`src/rtl/satd_pkg.sv`:
```
// Shared widths and FSM encoding for the 4x4 SATD datapath.
// Widths are derived from the sample width so the core and its butterflies stay consistent.
package satd_pkg;

  localparam int DATA_W_DFLT = 8;

  function automatic int diff_w(input int dw);
    return dw + 1;
  endfunction

  function automatic int hrow_w(input int dw);
    return dw + 3;
  endfunction

  function automatic int had_w(input int dw);
    return dw + 5;
  endfunction

  function automatic int satd_w(input int dw);
    return dw + 8;
  endfunction

  localparam int DIFF_W = diff_w(DATA_W_DFLT);
  localparam int HROW_W = hrow_w(DATA_W_DFLT);
  localparam int HAD_W  = had_w(DATA_W_DFLT);
  localparam int SATD_W = satd_w(DATA_W_DFLT);

  typedef enum logic [1:0] {
    IDLE = 2'd0,
    HROW = 2'd1,
    VCOL = 2'd2,
    DONE = 2'd3
  } satd_state_t;

endpackage

```
`src/rtl/satd_4x4_core_hadamard4.sv`:
```
// 4-point Hadamard butterfly, output two bits wider than input.
// Latency: combinational. Backpressure: none.
module hadamard4 #(
  parameter int IN_W = 9
) (
  input  logic signed [IN_W-1:0] x [4],
  output logic signed [IN_W+1:0] y [4]
);

  localparam int W1 = IN_W + 1;
  localparam int W2 = IN_W + 2;

  logic signed [W1-1:0] a, b, c, d;

  assign a = W1'(x[0]) + W1'(x[1]);
  assign b = W1'(x[0]) - W1'(x[1]);
  assign c = W1'(x[2]) + W1'(x[3]);
  assign d = W1'(x[2]) - W1'(x[3]);

  assign y[0] = W2'(a) + W2'(c);
  assign y[1] = W2'(b) + W2'(d);
  assign y[2] = W2'(a) - W2'(c);
  assign y[3] = W2'(b) - W2'(d);

endmodule

```
`src/rtl/satd_4x4_core.sv`:
```
// Captures a 4x4 residual block, runs a 2-D Hadamard and reports the scaled sum of |coeffs|.
// Latency: SATD_VALID in the 10th cycle after the index-15 capture edge.
// Backpressure: none; a block completing while BUSY is dropped and flagged on SEQ_ERR.
module satd_4x4_core
  import satd_pkg::*;
#(
  parameter int DATA_W     = DATA_W_DFLT,
  parameter int SATD_SHIFT = 1
) (
  input  logic              clk,
  input  logic              rst_n,
  input  logic              ENABLE_DIFF,
  input  logic              RESET_DIFF,
  input  logic [3:0]        COUNTER,
  input  logic [DATA_W-1:0] ORIG,
  input  logic [DATA_W-1:0] PRED,
  output logic [DATA_W+7:0] SATD_OUT,
  output logic              SATD_VALID,
  output logic              BUSY,
  output logic              SEQ_ERR
);

  localparam int DW = diff_w(DATA_W);
  localparam int HW = hrow_w(DATA_W);
  localparam int AW = had_w(DATA_W);
  localparam int SW = satd_w(DATA_W);

  logic signed [DW-1:0] cap [16];
  logic signed [HW-1:0] wrk [16];

  logic [3:0]  exp_idx;
  logic        blk_bad;
  logic        snap_req;
  satd_state_t state_q, state_d;
  logic [1:0]  idx_q, idx_d;
  logic [SW-1:0] acc_q;

  logic cap_en, out_of_seq, blk_end;
  logic signed [DW-1:0] diff;

  assign cap_en     = ENABLE_DIFF && !RESET_DIFF;
  assign out_of_seq = cap_en && (COUNTER != exp_idx);
  // A block only completes if every index arrived in order, including the last one.
  assign blk_end    = cap_en && (COUNTER == 4'd15) && !blk_bad && !out_of_seq;
  assign diff       = $signed({1'b0, ORIG}) - $signed({1'b0, PRED});
  assign BUSY       = (state_q != IDLE);

  logic signed [DW-1:0] row_in  [4];
  logic signed [HW-1:0] row_out [4];
  logic signed [HW-1:0] col_in  [4];
  logic signed [AW-1:0] col_out [4];
  logic        [AW-1:0] col_abs [4];
  logic        [SW-1:0] col_sum;

  for (genvar k = 0; k < 4; k++) begin : g_sel
    assign row_in[k]  = wrk[{idx_q, 2'(k)}][DW-1:0];
    assign col_in[k]  = wrk[{2'(k), idx_q}];
    assign col_abs[k] = col_out[k][AW-1] ? -col_out[k] : col_out[k];
  end

  assign col_sum = SW'(col_abs[0]) + SW'(col_abs[1]) + SW'(col_abs[2]) + SW'(col_abs[3]);

  hadamard4 #(.IN_W(DW)) u_row_had (.x(row_in), .y(row_out));
  hadamard4 #(.IN_W(HW)) u_col_had (.x(col_in), .y(col_out));

  always_ff @(posedge clk) begin
    if (cap_en) cap[COUNTER] <= diff;
  end

  // Row results overwrite their own row so the column pass reads the same array.
  always_ff @(posedge clk) begin
    if (state_q == IDLE && snap_req) begin
      for (int i = 0; i < 16; i++) wrk[i] <= HW'(cap[i]);
    end else if (state_q == HROW) begin
      for (int c = 0; c < 4; c++) wrk[{idx_q, 2'(c)}] <= row_out[c];
    end
  end

  always_comb begin
    state_d = state_q;
    idx_d   = idx_q;
    case (state_q)
      IDLE: begin
        if (snap_req) begin
          state_d = HROW;
          idx_d   = 2'd0;
        end
      end
      HROW: begin
        idx_d = idx_q + 2'd1;
        if (idx_q == 2'd3) state_d = VCOL;
      end
      VCOL: begin
        idx_d = idx_q + 2'd1;
        if (idx_q == 2'd3) state_d = DONE;
      end
      DONE:    state_d = IDLE;
      default: state_d = IDLE;
    endcase
  end

  always_ff @(posedge clk or negedge rst_n) begin
    if (!rst_n) begin
      state_q    <= IDLE;
      idx_q      <= 2'd0;
      acc_q      <= '0;
      exp_idx    <= 4'd0;
      blk_bad    <= 1'b0;
      snap_req   <= 1'b0;
      SATD_OUT   <= '0;
      SATD_VALID <= 1'b0;
      SEQ_ERR    <= 1'b0;
    end else begin
      state_q    <= state_d;
      idx_q      <= idx_d;
      snap_req   <= blk_end;
      SEQ_ERR    <= out_of_seq || (snap_req && state_q != IDLE);
      SATD_VALID <= 1'b0;

      // Result lands on the edge into DONE so SATD_VALID is high while the FSM sits there.
      if (state_q == VCOL) begin
        if (idx_q == 2'd3) begin
          SATD_OUT   <= (acc_q + col_sum) >> SATD_SHIFT;
          SATD_VALID <= 1'b1;
          acc_q      <= '0;
        end else begin
          acc_q <= acc_q + col_sum;
        end
      end

      if (RESET_DIFF) begin
        exp_idx <= 4'd0;
        blk_bad <= 1'b0;
      end else if (ENABLE_DIFF) begin
        exp_idx <= COUNTER + 4'd1;
        if (COUNTER == 4'd0)  blk_bad <= 1'b0;
        else if (out_of_seq)  blk_bad <= 1'b1;
      end
    end
  end

endmodule
```
`config.mk`:
```
export PLATFORM = sky130hd
export DESIGN_NAME = satd_4x4_core
export DESIGN_NICKNAME = d
export VERILOG_FILES = /design/src/rtl/satd_pkg.sv /design/src/rtl/satd_4x4_core_hadamard4.sv /design/src/rtl/satd_4x4_core.sv
export SDC_FILE = /design/constraint.sdc
export NUM_CORES = 1
export LEC_CHECK = 0
export ABC_AREA = 1
export CAP_MARGIN = 20
export CORE_MARGIN = 2
export CORE_UTILIZATION = 29
export DETAILED_ROUTE_END_ITERATION = 10
export PLACE_DENSITY = 0.41
export SYNTH_ARGS = -nofsm -noshare
export SYNTH_HDL_FRONTEND = slang
export SYNTH_SLANG_ARGS = --single-unit
```
`constraint.sdc`:
```
create_clock -name clk -period 11.4 [get_ports clk]
set_clock_uncertainty 0.05 [all_clocks]
set_input_delay 2.28 -clock clk [delete_from_list [all_inputs] [get_ports clk]]
set_output_delay 2.28 -clock clk [all_outputs]
set_load 0.01 [all_outputs]
```
==> Implementation_results.wiki, run 1 <==
{| class="wikitable"
! Metric !! Value
|-
| Clock tree from TritonCTS || yes
|-
| Detailed-route DRC error count || 0
|-
| Standard-cell row count || 111
|-
| RR Startpoint || idx_q[0]
|-
| Port Buffer Count || 41
|-
| Final Setup Violations || 0
|-
| Postcts setup bufs || 0
|-
| Residual overflow from global routing || 0
|-
| Clk_lat worst skew || 0.59 ns
|-
| Highest fanout seen on the critical path || 56
|-
| DRC violation total after the first TritonRoute iteration || 1618
|-
| Worst min-delay path class || flop to flop
|-
| Top cells by area, synth || sky130_fd_sc_hd__edfxtp_1 36%, sky130_fd_sc_hd__nand2_1 13%, sky130_fd_sc_hd__ha_1 9.9%
|-
| Synth Cell Area || 26630 um^2
|-
| Final nets || 3533
|-
| Accumulated negative setup slack || 0 ns
|-
| Total Routed Length || 89670 um
|-
| Number of gates resized after cts || 0
|-
| Number of antenna violations at the first check in global routing || 3
|-
| Number of storage elements in the synthesis netlist || 363
|-
| Highest-delay cell along the critical path || sky130_fd_sc_hd__dfrtp_4
|-
| Status || finished clean
|-
| Sequential fraction of the synthesis area || 40.13%
|-
| Relative slew margins || 26.82%
|-
| Min-Delay Startpoint || acc_q[14]
|-
| Area inside the core boundary || 91390 um^2
|-
| Max stage delay on crit path || 0.84 ns
|-
| Vias after detailed routing || 21420
|-
| Crit path kind || flop to flop
|-
| Number of CTS-inserted buffers || 45
|-
| Leading cell types by count after synthesis || 916 x sky130_fd_sc_hd__nand2_1, 438 x sky130_fd_sc_hd__inv_1, 320 x sky130_fd_sc_hd__edfxtp_1
|-
| TritonRoute pass-1 iters || 6
|-
| Core Util, Final || 32.55%
|-
| Maximum clock insertion buffer count || 3
|-
| Most frequently used cell type in the post-synthesis netlist || sky130_fd_sc_hd__nand2_1
|-
| Via-per-instance ratio || 4.794
|-
| Setup repair after global routing missed its margin || no
|-
| Reported max-cap violation count || 0
|-
| Root buffer cell || sky130_fd_sc_hd__clkbuf_16
|-
| Timing startpoint of the critical path || idx_q[0]
|-
| Cell type with the largest total area after synthesis || sky130_fd_sc_hd__edfxtp_1
|-
| Average wire per standard cell || 20.07 um
|-
| Clock-pin slew on the worst setup and hold paths || 0.06 ns
|-
| Area delta synth->final || 11.71%
|-
| Final critical-path required period || 9.037 ns
|-
| Number of primary I/O pins || 43
|-
| Width of the die || 307.0 um
|-
| Primary flip-flop cell chosen by synthesis mapping || sky130_fd_sc_hd__edfxtp_1
|-
| Number of levels the H-tree was split into || 2
|-
| Crit path launch type || flop
|-
| Global placement routability congestion || 0.8796
|-
| Required time of the critical path || 11.81 ns
|-
| Crit. End Element || flop
|-
| Largest net degree at the start of global routing || 70
|-
| Fin crit share || 79.27%
|-
| Max-slew violation count || 0
|-
| Warnings from Yosys || 0
|-
| Async set or reset register ratio after synthesis || 11.85%
|-
| Hold Vio Cnt, Final || 0
|-
| Mean area per synthesized cell || 8.165 um^2
|-
| Post-detailed-placement half-perimeter wirelength || 70130 um
|-
| Layout cells sized above 1 || 5.090%
|-
| Worst reg-to-reg setup slack || 2.36 ns
|-
| Starting density of the core || 29.14%
|-
| Overall die area || 94260 um^2
|-
| ANT nets after route || 0
|-
| Die height || 307.0 um
|-
| Vias in the first global route || 21260
|-
| Number of nets in the synthesized netlist || 3550
|-
| Global-route wire length before repair || 134300 um
|-
| Gate count after technology mapping || 3261
|-
| Number of flops mapped to enable cells by yosys || 320
|-
| Synth top area share || 36.09%
|-
| Signal arrival time at the worst endpoint || 9.45 ns
|-
| GRT Util Overall || 19.03%
|-
| Peak clock frequency supported by timing || 110.7 MHz
|-
| Measured slew at the worst slew-check pin || 1.096 ns
|-
| Clock Sinks || 363
|-
| Hold buffers post-CTS || 0
|-
| Number of library cell types mapped by synthesis || 53
|}
## state kept, by name, summed over array words and instances, names as in the netlist, 2 cells and up
signal and count:
cap 144, exp_idx 4, wrk 176, idx_q 2
SATD_OUT 15, acc_q 16, state_q 2
## stage by stage
stage	setup slack (ns)	instance area [um^2]	hold slack [ns]	std cells
2_1_floorplan	4.102	26630	0.4055	3261
3_3_place_gp	2.424	28170	0.4262	4379
3_5_place_dp	2.469	28200	0.4317	4380
4_1_cts	2.410	29690	0.4450	4464
5_1_grt	1.621	29740	0.4799	4467
6_report	2.363	29740	0.4387	4468
## cell type report
type / count / area, um^2
well taps: 1186 / 1484
multi-input cells: 2313 / 13730
repair buffers: 65 / 633.1
diodes: 1 / 2.502
clock inverters: 32 / 337.8
clock buffers: 52 / 1152
flip-flops and latches: 363 / 10690
fillers: 9734 / 61640
inverters: 456 / 1717
## final timing paths
check / depth (start not counted) / endpoint
max: 34 / SATD_OUT[12]
min: 2 / acc_q[14]
max reg2reg: 34 / SATD_OUT[12]
min reg2reg: 2 / acc_q[14]
max in group asynchronous: 2 / idx_q[0]
min in group asynchronous: 2 / exp_idx[3]
## routing by layer
layer / track usage (%) / up-vias / wire length, um
li1: - / 10710 / -
met1: 25.00 / 10180 / 40750
met2: 33.12 / 407 / 43240
met3: 2.116 / 119 / 3241
met4: 5.139 / 2 / 2428
met5: 0 / - / 13
## cells in the final DEF (no fill, tap or decap), drive strengths merged, types with 2 or more instances in the layout
cell type and n:
a22o 4, a22oi 2, o311ai 2, nand3b 8, xnor2 20, nor4 10, a221oi 4, o211ai 3
nand2 921, a32oi 7, buf 25, nand4 29, or2 7, nor2 197, dfrtp 43, a21oi 139
edfxtp 320, inv 459, nor3 35, bufinv 6, o22ai 39, ha 210, xor2 113, clkbuf 52
o31ai 13, clkdlybuf4s50 40, clkinv 22, o21bai 23, and2 4, o21ai 210, a31oi 44, fa 55
a21o 8, a211oi 32, nand3 172
## critical path, delay by kind of cell, from the launching register on
kind	cells	cell delay, ns
compound gates	11	3.01
fa+ha+maj	7	2.96
buf+inv	6	1.00
flops	1	0.84
simple gates	10	0.99
## cells by family after synthesis
| family | after synthesis | synth area share (%) |
|---|---|---|
| buf+inv | 585 | 8.689 |
| other cells | 1 | 0.01408 |
| simple gates | 1384 | 21.24 |
| flops | 363 | 40.13 |
| xor+xnor | 133 | 4.375 |
| compound gates | 530 | 11.55 |
| fa+ha+maj | 265 | 14.00 |
Power of run 1 is left out: the tool's default activity adds up to more than one toggle a clock period on the data nets, which glitch-free logic cannot reach.
==> run 2: changes to the inputs <==
--- a/config.mk
+++ b/config.mk
@@ -10,7 +10,7 @@
 export CORE_MARGIN = 2
 export CORE_UTILIZATION = 29
 export DETAILED_ROUTE_END_ITERATION = 10
-export PLACE_DENSITY = 0.41
+export PLACE_DENSITY = 0.43
 export SYNTH_ARGS = -nofsm -noshare
 export SYNTH_HDL_FRONTEND = slang
 export SYNTH_SLANG_ARGS = --single-unit
==> constraint.sdc (replaced) <==
create_clock -name clk -period 7.9 [get_ports clk]
set_clock_uncertainty 0.05 [all_clocks]
set_input_delay 1.58 -clock clk [delete_from_list [all_inputs] [get_ports clk]]
set_output_delay 1.58 -clock clk [all_outputs]
set_load 0.01 [all_outputs]
==> run 2 against run 1 <==
Global-route usage increased by 0.56 points. Register-to-register slack worse by 2.0 ns. Worst hold slack improved by 0.0020 ns. Critical path depth increased by 1. Fmax rose by 20%. Clock-buffer cell count increased by 3. Wire length increased by 4.3%. Die area is the same. Setup slack worse by 2.0 ns. Non-clock buffer count increased by 235. Utilization increased by 2.6 points. Critical endpoint is now SATD_OUT[14]. Highest routed layer is now met4.
==> Implementation_results.wiki, run 2 (synthesis results as in run 1) <==
{| class="wikitable"
! Metric !! Value
|-
| Fin crit share || 95.18%
|-
| Worst min-delay path class || flop to flop
|-
| Filler Cell Count || 9525
|-
| Relative slew margins || 24.95%
|-
| Seq. cell area || 10690 um^2
|-
| Port Buffer Count || 41
|-
| Number of primary I/O pins || 43
|-
| Vias in the first global route || 22260
|-
| Highest-delay cell along the critical path || sky130_fd_sc_hd__dfrtp_4
|-
| Crit. End Element || flop
|-
| RR Startpoint || idx_q[0]
|-
| Hold Vio Cnt, Final || 0
|-
| Maximum clock insertion buffer count || 3
|-
| Registers with the most flip-flops || wrk (176), cap (144), acc_q (16)
|-
| Width of the die || 307.0 um
|-
| Diode count || 0
|-
| Number of antenna violations at the first check in global routing || 0
|-
| Final nets || 3766
|-
| Final Setup Violations || 0
|-
| Reported max-cap violation count || 0
|-
| Peak clock frequency supported by timing || 133.0 MHz
|-
| Status || finished clean
|-
| Overall die area || 94260 um^2
|-
| Total area of multi-input combinational cells || 14160 um^2
|-
| Residual overflow from global routing || 0
|-
| Number of buffer and inverter instances along the worst setup path || 8
|-
| Vias after detailed routing || 22290
|-
| Kind of cell adding the most delay to the critical path || adder cells
|-
| Area inside the core boundary || 91390 um^2
|-
| Clk_lat worst skew || 0.59 ns
|-
| Most frequent cells in the layout || 902 x sky130_fd_sc_hd__nand2_1, 435 x sky130_fd_sc_hd__inv_1, 320 x sky130_fd_sc_hd__edfxtp_1
|-
| Starting density of the core || 29.14%
|-
| Number of CTS-inserted buffers || 43
|-
| Layout cells sized above 1 || 13.55%
|-
| TritonRoute pass-1 iters || 7
|-
| Die height || 307.0 um
|-
| Root buffer cell || sky130_fd_sc_hd__clkbuf_16
|-
| GRT Util Overall || 19.60%
|-
| Max reg flops || 176
|-
| Clock-pin slew on the worst setup and hold paths || 0.06 ns
|-
| Total Routed Length || 93520 um
|-
| Hold buffers post-CTS || 0
|-
| Worst reg-to-reg setup slack || 0.38 ns
|-
| Highest fanout seen on the critical path || 7
|-
| Detailed-route DRC error count || 0
|-
| Cell count of the worst reg-to-reg path || 35
|-
| Register ranked first by flip-flop count || wrk
|-
| Destination of the worst hold path || acc_q[14]
|-
| Cell count of the worst hold path || 2
|-
| Standard-cell row count || 111
|-
| Average wire per standard cell || 19.91 um
|-
| Accumulated negative setup slack || 0 ns
|-
| Area delta synth->final || 20.54%
|-
| Crit path kind || flop to flop
|-
| Most common cell after layout, fill and taps aside || sky130_fd_sc_hd__nand2_1
|-
| Max stage delay on crit path || 0.59 ns
|-
| DRC violation total after the first TritonRoute iteration || 1791
|-
| Global-route wire length before repair || 139700 um
|-
| Post-detailed-placement half-perimeter wirelength || 72580 um
|-
| Number of levels the H-tree was split into || 2
|-
| Min-Delay Startpoint || acc_q[14]
|-
| ANT nets after route || 0
|-
| Measured slew at the worst slew-check pin || 1.125 ns
|-
| Crit path launch type || flop
|-
| Via-per-instance ratio || 4.745
|-
| Timing startpoint of the critical path || idx_q[0]
|-
| Top cell by count, worst path || sky130_fd_sc_hd__nand2_1
|-
| Clock Sinks || 363
|-
| Clock tree from TritonCTS || yes
|-
| Reg2Reg Capture Point || SATD_OUT[14]
|-
| Final critical-path required period || 7.519 ns
|-
| Required time of the critical path || 8.32 ns
|-
| Signal arrival time at the worst endpoint || 7.94 ns
|-
| Largest net degree at the start of global routing || 67
|-
| Max-slew violation count || 0
|-
| Global placement routability congestion || 0.9021
|}
-- run 2: timing repair --
item,in CTS,in global routing
endpoints found under the hold margin,0,0
setup buffers,0,11
endpoints found under the setup margin,0,26
gates resized for setup,0,117
-- run 2: stage by stage --
step / hold slack [ns] / std cells / instance area [um^2] / setup WS, ns / utilization, %
floorplan: 0.4055 / 3261 / 26630 / 0.6022 / -
global placement: 0.4265 / 4599 / 29900 / 0.08944 / 32.72
detailed placement: 0.4298 / 4602 / 29940 / 0.03405 / 32.76
CTS: 0.4456 / 4682 / 31420 / 0.02815 / 34.38
global route: 0.4736 / 4698 / 32100 / -0.02557 / 35.12
finish: 0.4407 / 4698 / 32100 / 0.3809 / 35.12
-- run 2: area by class of cell --
class	count	area share, %
Sequential cell	363	33.31
Inverter	456	5.387
Timing Repair Buffer	300	7.945
Tap cell	1186	4.623
Clock inverter	25	1.033
Clock buffer	55	3.586
Multi-Input combinational cell	2313	44.12
-- run 2: worst max-delay path by stage --
stage	slack, ns	cells after the start	end
5_1_grt	-0.03	44	acc_q[11]
2_1_floorplan	0.60	40	acc_q[13]
3_3_place_gp	0.09	43	acc_q[11]
4_1_cts	0.03	42	acc_q[11]
6_report	0.38	35	SATD_OUT[14]
3_5_place_dp	0.03	40	SATD_OUT[11]
-- run 2: worst min-delay path, delay by kind of cell (launching register included) --
| family | cells | cell delay (ns) |
|---|---|---|
| AND/OR/NAND/NOR | 2 | 0.11 |
| flip-flops | 1 | 0.35 |
-- run 2: routing by layer --
layer / GRT usage (%) / routed length (um) / vias to the layer above
met4: 4.436 / 1972 / 0
met1: 26.88 / 43130 / 10540
met5: 0 / 0 / -
met3: 1.502 / 3374 / 101
met2: 33.65 / 45040 / 496
li1: - / - / 11160
Power of run 2 is left out for the same reason.
==> run 3: changes to the inputs <==
--- a/config.mk
+++ b/config.mk
@@ -5,7 +5,6 @@
 export SDC_FILE = /design/constraint.sdc
 export NUM_CORES = 1
 export LEC_CHECK = 0
-export ABC_AREA = 1
 export CAP_MARGIN = 20
 export CORE_MARGIN = 2
 export CORE_UTILIZATION = 29
==> run 3 against run 2 <==
The run now ends with negative setup slack left. Worst hold slack got worse by 0.014 ns. Die area fell by 4.5%. First-iteration DRC count fell by 30%. Register-to-register slack got worse by 0.70 ns. Largest cell class unchanged. Cell area fell by 1.5%. Highest routed layer unchanged. Synthesized cell count fell by 25%.
==> Implementation_results.wiki, run 3 <==
{| class="wikitable"
! Metric !! Value
|-
| Final critical-path required period || 8.217 ns
|-
| Synth top area share || 37.82%
|-
| Async set or reset register ratio after synthesis || 11.85%
|-
| Highest fanout seen on the critical path || 5
|-
| Required time of the critical path || 8.33 ns
|-
| Primary flip-flop cell chosen by synthesis mapping || sky130_fd_sc_hd__edfxtp_1
|-
| Cell type with the largest total area after synthesis || sky130_fd_sc_hd__edfxtp_1
|-
| Crit. End Element || flop
|-
| Register ranked first by flip-flop count || wrk
|-
| Worst min-delay path class || flop to flop
|-
| Number of primary I/O pins || 43
|-
| Clock Sinks || 363
|-
| Mean area per synthesized cell || 10.33 um^2
|-
| Hold buffers post-CTS || 0
|-
| Area delta synth->final || 24.49%
|-
| Overall die area || 89990 um^2
|-
| Synth Cell Area || 25410 um^2
|-
| Post-detailed-placement half-perimeter wirelength || 61540 um
|-
| Highest-delay cell along the critical path || sky130_fd_sc_hd__fa_1
|-
| Global-route wire length before repair || 121000 um
|-
| Clock tree from TritonCTS || yes
|-
| DRC violation total after the first TritonRoute iteration || 1254
|-
| Number of antenna violations at the first check in global routing || 0
|-
| Crit path launch type || flop
|-
| Most common cell after layout, fill and taps aside || sky130_fd_sc_hd__edfxtp_1
|-
| Measured slew at the worst slew-check pin || 1.160 ns
|-
| Final nets || 3058
|-
| Port Buffer Count || 41
|-
| Number of levels the H-tree was split into || 2
|-
| M2 GR Usage || 30.67%
|-
| Max reg flops || 176
|-
| Met3 Usage GRT || 2.652%
|-
| Number of nets in the synthesized netlist || 2749
|-
| Largest net degree at the start of global routing || 62
|-
| Status || finished with violations
|-
| Most frequent cells in the layout || 320 x sky130_fd_sc_hd__edfxtp_1, 306 x sky130_fd_sc_hd__nand2_1, 302 x sky130_fd_sc_hd__buf_4
|-
| Crit path setup slack, layout || -0.3167 ns
|-
| Hold Vio Cnt, Final || 0
|-
| Failing checks || negative setup slack
|-
| Detailed-route DRC error count || 0
|-
| Timing startpoint of the critical path || idx_q[0]
|-
| Standard-cell row count || 108
|-
| Leading cell types by count after synthesis || 320 x sky130_fd_sc_hd__edfxtp_1, 315 x sky130_fd_sc_hd__nand2_1, 245 x sky130_fd_sc_hd__inv_1
|-
| Number of cells after detailed placement || 3845
|-
| Gate count after technology mapping || 2460
|-
| Top cells by area, synth || sky130_fd_sc_hd__edfxtp_1 38%, sky130_fd_sc_hd__ha_1 10%, sky130_fd_sc_hd__nand2_1 4.7%
|-
| Most frequently used cell type in the post-synthesis netlist || sky130_fd_sc_hd__edfxtp_1
|-
| Number of library cell types mapped by synthesis || 91
|-
| TritonRoute pass-1 iters || 6
|-
| Clock-pin slew on the worst setup and hold paths || 0.06 ns
|-
| Starting density of the core || 29.29%
|-
| Via-per-instance ratio || 4.852
|-
| Average wire per standard cell || 20.33 um
|-
| Area inside the core boundary || 86750 um^2
|-
| Sequential fraction of the synthesis area || 42.06%
|-
| Reported max-cap violation count || 0
|-
| Most Used Layer, Global Route || met2
|-
| Layout cells sized above 1 || 21.81%
|-
| Number of storage elements in the synthesis netlist || 363
|-
| Root buffer cell || sky130_fd_sc_hd__clkbuf_16
|-
| Vias in the first global route || 20050
|-
| Number of CTS-inserted buffers || 41
|-
| Setup repair after global routing missed its margin || yes
|-
| Maximum clock insertion buffer count || 3
|-
| Vias after detailed routing || 19200
|-
| Peak clock frequency supported by timing || 121.7 MHz
|-
| Max stage delay on crit path || 0.56 ns
|-
| Relative slew margins || 22.68%
|-
| Max-slew violation count || 0
|-
| Min-Delay Startpoint || SATD_OUT[11]
|-
| Clk_lat worst skew || 0.59 ns
|-
| Total Routed Length || 80450 um
|-
| Registers with the most flip-flops || wrk (176), cap (144), acc_q (16)
|-
| Layout Cells excl Fill || 3957
|-
| Global placement routability congestion || 0.8949
|-
| Die height || 300.0 um
|-
| Signal arrival time at the worst endpoint || 8.64 ns
|-
| Number of flops mapped to enable cells by yosys || 320
|-
| Residual overflow from global routing || 0
|-
| ANT nets after route || 0
|-
| Crit path kind || flop to flop
|-
| GR Util met1 || 22.91%
|-
| GRT Util Overall || 17.83%
|-
| Width of the die || 300.0 um
|-
| RR Startpoint || idx_q[0]
|-
| Fin crit share || 104.0%
|-
| Warnings from Yosys || 0
|-
| Diode count || 0
|-
| Final Setup Violations || 7
|}
-- run 3: worst paths after layout --
path | cells after the start | slack (ns) | to
hold reg to reg | 2 | 0.43 | SATD_OUT[11]
setup reg to reg | 37 | -0.32 | SATD_OUT[12]
setup / recovery | 37 | -0.32 | SATD_OUT[12]
hold / removal | 2 | 0.43 | SATD_OUT[11]
max in group asynchronous | 2 | 6.28 | idx_q[1]
min in group asynchronous | 2 | 1.02 | exp_idx[0]
-- run 3: kinds of logic (layout without fill, tap and decap cells) --
kind of cell,after synthesis,count (layout),share of synthesized area (%)
AND/OR/NAND/NOR,672,672,12.09
AO/OA/AOI/OAI,566,566,14.63
flip-flops,363,363,42.06
buffers and inverters,343,685,5.191
adder cells (fa/ha/maj),265,265,14.68
XOR/XNOR,189,189,6.545
multiplexers,61,61,4.802
other,1,1,0.01476
-- run 3: stage by stage --
stage | hold slack (ns) | setup TNS, ns | instance area, um^2 | util [%] | setup WS, ns
2_1_floorplan | 0.4407 | -0.1726 | 25570 | - | -0.08922
4_1_cts | 0.4334 | -1.548 | 31350 | 36.13 | -0.2982
3_5_place_dp | 0.4199 | -9.242 | 29180 | 33.63 | -0.9037
6_report | 0.4266 | -1.541 | 31630 | 36.46 | -0.3167
5_1_grt | 0.4668 | -7.147 | 31630 | 36.46 | -0.7715
3_3_place_gp | 0.4134 | -8.428 | 29180 | 33.63 | -0.8351
-- run 3: critical path, delay by kind of cell (launching register included) --
kind | cells | cell delay, ns
xor+xnor | 2 | 0.28
fa+ha+maj | 8 | 2.75
buf+inv | 7 | 0.74
simple gates | 5 | 0.81
flops | 1 | 0.47
mux | 3 | 0.95
compound gates | 12 | 2.03
-- run 3: area by class of cell --
cell class,count,area [um^2]
multi-input combinational,1754,14210
clock inverter,22,270.3
inverter,246,923.4
sequential,363,10690
fill,8757,55130
timing repair buffer,363,2983
clock buffer,54,1105
tap,1155,1445
-- run 3: routing by layer --
metal	vias to the layer above	part of all wire, %
li1	9253	-
met1	9414	44
met2	418	48
met3	116	4.5
met4	0	3.2
met5	-	0
-- run 3: what timing repair did --
| item | 4_1_cts | 5_1_grt |
|---|---|---|
| pin swaps | 79 | 10 |
| setup endpoints to repair | 18 | 20 |
| gates cloned | 1 | 0 |
| gates resized for setup | 121 | 37 |
| setup buffers | 26 | 5 |
Power of run 3 is left out for the same reason.
